--- config.mk ---
export PLATFORM = sky130hd
export DESIGN_NAME = ij_inverse_walker
export DESIGN_NICKNAME = d
export VERILOG_FILES = /design/src/rtl/ij_pkg.sv /design/src/rtl/ij_inv_map.sv /design/src/rtl/ij_inverse_walker.sv
export SDC_FILE = /design/constraint.sdc
export NUM_CORES = 1
export LEC_CHECK = 0
export BUFFER_PORTS_ARGS = -buffer_cell sky130_fd_sc_hd__buf_2
export CAP_MARGIN = 25
export CORE_MARGIN = 2
export CORE_UTILIZATION = 45
export DETAILED_ROUTE_END_ITERATION = 7
export HOLD_SLACK_MARGIN = 0.03
export PLACE_DENSITY = 0.75
export SLEW_MARGIN = 20
export SYNTH_ARGS = -nofsm -noshare
export SYNTH_HDL_FRONTEND = slang
export SYNTH_HIERARCHICAL = 1
export SYNTH_SLANG_ARGS = --single-unit
--- constraint.sdc ---
create_clock -name clk -period 1.6 [get_ports clk]
set_input_delay 0.48 -clock clk [delete_from_list [all_inputs] [get_ports clk]]
set_output_delay 0.48 -clock clk [all_outputs]
set_load 0.005 [all_outputs]
--- src/rtl/ij_pkg.sv ---
// ij_pkg: constants and types shared by the inverse index walker and the
// forward index mux.
//   DIM     : grid dimension (5x5 lane grid)
//   LANES   : number of lanes in one walk
//   INV_OFF : inverse rotation offset (x -> x+3 mod 5)
//   FWD_OFF : forward rotation offset (x -> x+2 mod 5). The forward mux uses it,
//             so keeping it here keeps the forward and inverse maps in step.
//   state_t : IDLE/RUN/DONE encoding for the walker FSM
package ij_pkg;
    localparam int DIM     = 5;
    localparam int LANES   = DIM * DIM;
    localparam int INV_OFF = 3;
    localparam int FWD_OFF = 2;

    typedef enum logic [1:0] {
        S_IDLE = 2'd0,
        S_RUN  = 2'd1,
        S_DONE = 2'd2
    } state_t;
endpackage

--- src/rtl/ij_inv_map.sv ---
// ij_inv_map: combinational inverse rotation of one grid coordinate.
//   idx : destination coordinate (0..DIM-1 valid)
//   src : source coordinate, (idx + INV_OFF) mod DIM; codes >= DIM give 0
module ij_inv_map
    import ij_pkg::*;
#(
    parameter int SIZE = 3
) (
    input  logic [SIZE-1:0] idx,
    output logic [SIZE-1:0] src
);
    // One extra bit so idx+INV_OFF cannot overflow before the wrap compare.
    logic [SIZE:0] sum;

    always_comb begin
        sum = {1'b0, idx} + (SIZE+1)'(INV_OFF);
        if (idx >= SIZE'(DIM)) begin
            src = '0;
        end else if (sum >= (SIZE+1)'(DIM)) begin
            src = SIZE'(sum - (SIZE+1)'(DIM));
        end else begin
            src = sum[SIZE-1:0];
        end
    end
endmodule

--- src/rtl/ij_inverse_walker.sv ---
// ij_inverse_walker: walks the 5x5 lane grid in row-major order (i fastest)
// and streams each destination coordinate with its inverse-rotated source
// coordinate.
//   clk       : clock, rising edge
//   rst       : asynchronous active-low reset
//   start     : begin a 25-lane walk (only seen in IDLE)
//   abort     : synchronous cancel back to IDLE, no done
//   ready     : downstream accepts the current coordinate
//   valid     : a coordinate is on offer (high exactly in RUN)
//   i_out     : destination i
//   j_out     : destination j
//   src_i     : inverse-rotated i (combinational from i_out)
//   src_j     : inverse-rotated j (combinational from j_out)
//   lane_idx  : 5*j_out + i_out, kept as its own counter
//   busy      : high in RUN and DONE
//   done      : one-cycle pulse after the 25th transfer
//   fsm_state : current FSM state for debug/observation
//
// Handshake: a transfer happens on a rising edge where valid && ready are both
// high; while ready is low, valid and all coordinate outputs hold unchanged.
module ij_inverse_walker
    import ij_pkg::*;
#(
    parameter int SIZE  = 3,
    parameter int CNT_W = 5
) (
    input  logic             clk,
    input  logic             rst,
    input  logic             start,
    input  logic             abort,
    input  logic             ready,
    output logic             valid,
    output logic [SIZE-1:0]  i_out,
    output logic [SIZE-1:0]  j_out,
    output logic [SIZE-1:0]  src_i,
    output logic [SIZE-1:0]  src_j,
    output logic [CNT_W-1:0] lane_idx,
    output logic             busy,
    output logic             done,
    output logic [1:0]       fsm_state
);
    localparam logic [SIZE-1:0] MAX_IDX = SIZE'(DIM - 1);

    state_t state;
    logic   last_lane;

    // The final lane is the corner of the grid; wrap is an explicit compare.
    assign last_lane = (i_out == MAX_IDX) && (j_out == MAX_IDX);
    assign fsm_state = state;

    always_ff @(posedge clk or negedge rst) begin
        if (!rst) begin
            state    <= S_IDLE;
            valid    <= 1'b0;
            busy     <= 1'b0;
            done     <= 1'b0;
            i_out    <= '0;
            j_out    <= '0;
            lane_idx <= '0;
        end else begin
            done <= 1'b0;
            if (abort) begin
                // abort wins over a same-cycle handshake and over start
                state    <= S_IDLE;
                valid    <= 1'b0;
                busy     <= 1'b0;
                i_out    <= '0;
                j_out    <= '0;
                lane_idx <= '0;
            end else begin
                case (state)
                    S_IDLE: begin
                        if (start) begin
                            state    <= S_RUN;
                            valid    <= 1'b1;
                            busy     <= 1'b1;
                            i_out    <= '0;
                            j_out    <= '0;
                            lane_idx <= '0;
                        end
                    end
                    S_RUN: begin
                        if (ready) begin
                            if (last_lane) begin
                                state    <= S_DONE;
                                valid    <= 1'b0;
                                done     <= 1'b1;
                                i_out    <= '0;
                                j_out    <= '0;
                                lane_idx <= '0;
                            end else begin
                                lane_idx <= lane_idx + CNT_W'(1);
                                if (i_out == MAX_IDX) begin
                                    i_out <= '0;
                                    j_out <= j_out + SIZE'(1);
                                end else begin
                                    i_out <= i_out + SIZE'(1);
                                end
                            end
                        end
                    end
                    S_DONE: begin
                        // start seen here is dropped, not queued
                        state <= S_IDLE;
                        busy  <= 1'b0;
                    end
                    default: begin
                        state <= S_IDLE;
                        valid <= 1'b0;
                        busy  <= 1'b0;
                    end
                endcase
            end
        end
    end

    ij_inv_map #(.SIZE(SIZE)) u_inv_i (
        .idx (i_out),
        .src (src_i)
    );

    ij_inv_map #(.SIZE(SIZE)) u_inv_j (
        .idx (j_out),
        .src (src_j)
    );
endmodule

==> flow_summary.toml <==
[yosys]
synthXorXnorAreaFrac_pct = 1.88
synth_area_sq_um = 933
synth_top_family_by_area = "simple AND/OR/NAND/NOR gates"
syn_avg_cell_area_sq_um = 9.83
synth_fa_ha_area_share_pct = 6.70
synth_area_leaders = "dfrtp_1 (43%), ha_1 (6.7%), mux2i_1 (5.4%), inv_1 (5.2%), nand2_1 (2.8%)"
syn-num-nets = 105
synth_top_area_share_pct = 42.9
synth_cells = 95
synth.distinct_cells = 31
ys_seq_area_share_pct = 42.9
synthSimpleGateAreaFrac_pct = 18.6
yosysTopAreaCell = "dfrtp_1"
synth_seq_cells = 16
muxShareOfSynthArea_pct = 6.57
synth_compound_area_share_pct = 16.4
yosysWarnings = 6

[place]
hpwl_microns = 1540
gp_congestion = 0.835
dp.cells = 153
io_buffers = 26

[critical_path]
r2r_end = "lane_idx[1]$_DFFE_PN0P_"
reg2reg_from = "j_out[1]$_DFFE_PN0P_"
cp-end-kind = "primary output"
required_ps = 1120
arrival_ps = 1190
critPathKind = "reg -> out"
crit_fanout = 3
cp-start-kind = "flip-flop"
cp-startpoint = "i_out[0]$_DFFE_PN0P_"
rrSetupSlack_ps = 30
reg2reg_depth = 6

[grt]
grt_overflow = 0
antenna_found_initial = 0
grt_max_degree = 17
grt_first_pass_wirelength_microns = 3790
grt_use_total_pct = 20.1
grt_pass1_vias = 804

[sta]
period_share_pct = 104
timing.final.crit_period_ps = 1670
setup_ws_ps = -71.0
report.final.slew_viol_count = 0
finalHoldViolCount = 0
fin_skew_ps = 11.3
rsz0062_at_grt = "true"
fin_setup_tns_ps = -129
setup_viol = 3
worst_pin_slew_ps = 354
slew-limit-headroom_pct = 75.7
clock.fmax_mhz = 598

[floorplan]
dieArea_sq_um = 2450
core_area_sq_um = 1960
io_pins = 27
start_util_pct = 47.6
die_h_microns = 49.5
rows = 16
die_width_microns = 49.5

[run_status]
failed_checks = "negative setup slack"
status = "complete, but fails checks"

[clocking]
cts_buffers = 3
cts_buffer_depth = 2
clkSlewWorstSetupHoldPaths_ps = 110
root_buffer = "clkbuf_4"
cts_tree = "done"
clock-sinks = 16
h-tree-depth = 1
worstSkewPairLatency_ps = 290

[power]
power_frac_comb_pct = 16.0
vdd_drop_max_uv = 636
p_leak_nw = 0.649
seqPwrFrac_pct = 51.0
power_switching_w = 0.000218
cellPowerDensity_nw_per_um2 = 668
p_int_w = 0.000618
sw_frac_of_total_pct = 26.1
clkPwrFrac_pct = 32.9

[min_path]
min_path_type = "in -> async"

[routing]
drc = 0
drt_iter0_markers = 13
dr_total_vias = 856
ant_nets = 0
dr.pass1.iters = 4
wl_microns = 2330
viasPerCell = 5.28
wl_per_cell_microns = 14.4

[finish]
antenna_cells = 0
final_cells = 162
drive_gt1_share_pct = 41.5
nets = 146
area_growth_pct = 34.0

[job]
drv_cap = 0
-- through the flow --
stage / setup slack [ps] / total power (W) / hold WS, ps / instance area (sq um) / util [%]
after floorplan: 20.9 / 0.000496 / 184 / 933 / -
after global placement: 133 / 0.000548 / 410 / 1140 / 58.2
after detailed placement: 93.7 / 0.000553 / 417 / 1140 / 58.2
after CTS: -69.8 / 0.000827 / 98.0 / 1200 / 61.0
after global routing: -151 / 0.000880 / 102 / 1250 / 63.8
final: -71.0 / 0.000836 / 86.7 / 1250 / 63.8
-- cell usage after synthesis --
library cell and instances:
a211oi_1 3, a21o_1 1, a21oi_1 2, a31oi_1 1
and3_1 1, and3b_1 1, buf_2 1, buf_4 1
clkbuf_1 1, dfrtp_1 16, ha_1 5, inv_1 13
mux2_1 1, mux2i_1 5, nand2_1 7, nand2b_1 2
nand3_1 2, nand4_1 4, nor2_1 6, nor2b_1 3
nor3b_1 2, nor3b_4 1, o211ai_1 2, o211ai_2 1
o21ai_0 2, o21ai_1 1, o21bai_4 1, o22ai_1 3
o32ai_1 3, or4b_1 1, xor2_1 2
-- power by group through the flow --
stage | clock [W] | combinational, W | sequential [W]
final | 0.000275 | 0.000134 | 0.000427
after global routing | 0.000302 | 0.000149 | 0.000429
after CTS | 0.000278 | 0.000123 | 0.000427
after detailed placement | 0 | 0.000118 | 0.000434
after global placement | 0 | 0.000115 | 0.000433
after floorplan | 0 | 0.0000608 | 0.000435
-- registers in the layout, indices dropped and copies added (netlist names) --
signal,flops
j_out,3
fsm_state,2
busy,1
lane_idx,5
done,1
i_out,3
valid,1
-- layout by cell type, fill, tap and decap left out, drive strengths merged, types with 4 or more instances in the layout --
cell type  count
mux2i          5
nand4          4
nand2          7
clkbuf         4
ha             5
inv           13
buf           39
nor2           6
dfrtp         16
-- cell families (layout without fill, tap and decap cells) --
| group | count (synthesis) | after routing |
|---|---|---|
| adders and majority gates | 5 | 5 |
| buffers and inverters | 16 | 56 |
| AOI/OAI and AO/OA | 20 | 20 |
| and+or+nand+nor | 30 | 30 |
| DFF | 16 | 16 |
| muxes | 6 | 6 |
| xor gates and xnor gates | 2 | 2 |
-- how the worst max path moves through the flow --
stage | end
after floorplan | lane_idx[1]$_DFFE_PN0P_
after global placement | i_out[2]$_DFFE_PN0P_
after detailed placement | lane_idx[1]$_DFFE_PN0P_
after CTS | src_i[0]
after global routing | src_i[0]
final | src_i[2]
-- routing by layer --
layer,track usage (%),share of wire [%],vias up
met5,0,0,-
met4,10.2,1.3,0
met3,3.33,3.3,2
met2,33.6,53,25
met1,24.8,42,412
li1,-,-,417
-- cell type report --
cell class / instances / area (sq um)
clock buffers: 4 / 36.3
flip-flops and latches: 16 / 407
multi-input cells: 63 / 488
inverters: 13 / 51.3
fillers: 185 / 711
repair buffers: 39 / 235
well taps: 27 / 33.8
-- what timing repair did --
action                                  4_1_cts  5_1_grt
pin swaps                                     0        3
buffers inserted                              3        3
endpoints found under the setup margin        3        8
gates cloned                                  0        0
resized for setup                             2       12
hold buffers                                  0        0
-- worst max-delay path, cell delays in order, from the launching register on --
cell and delay [ps]:
dfrtp_1 410, buf_6 130, buf_4 120, nor3b_1 120
buf_2 130
Note: power is estimated with default switching activity, not from simulation.
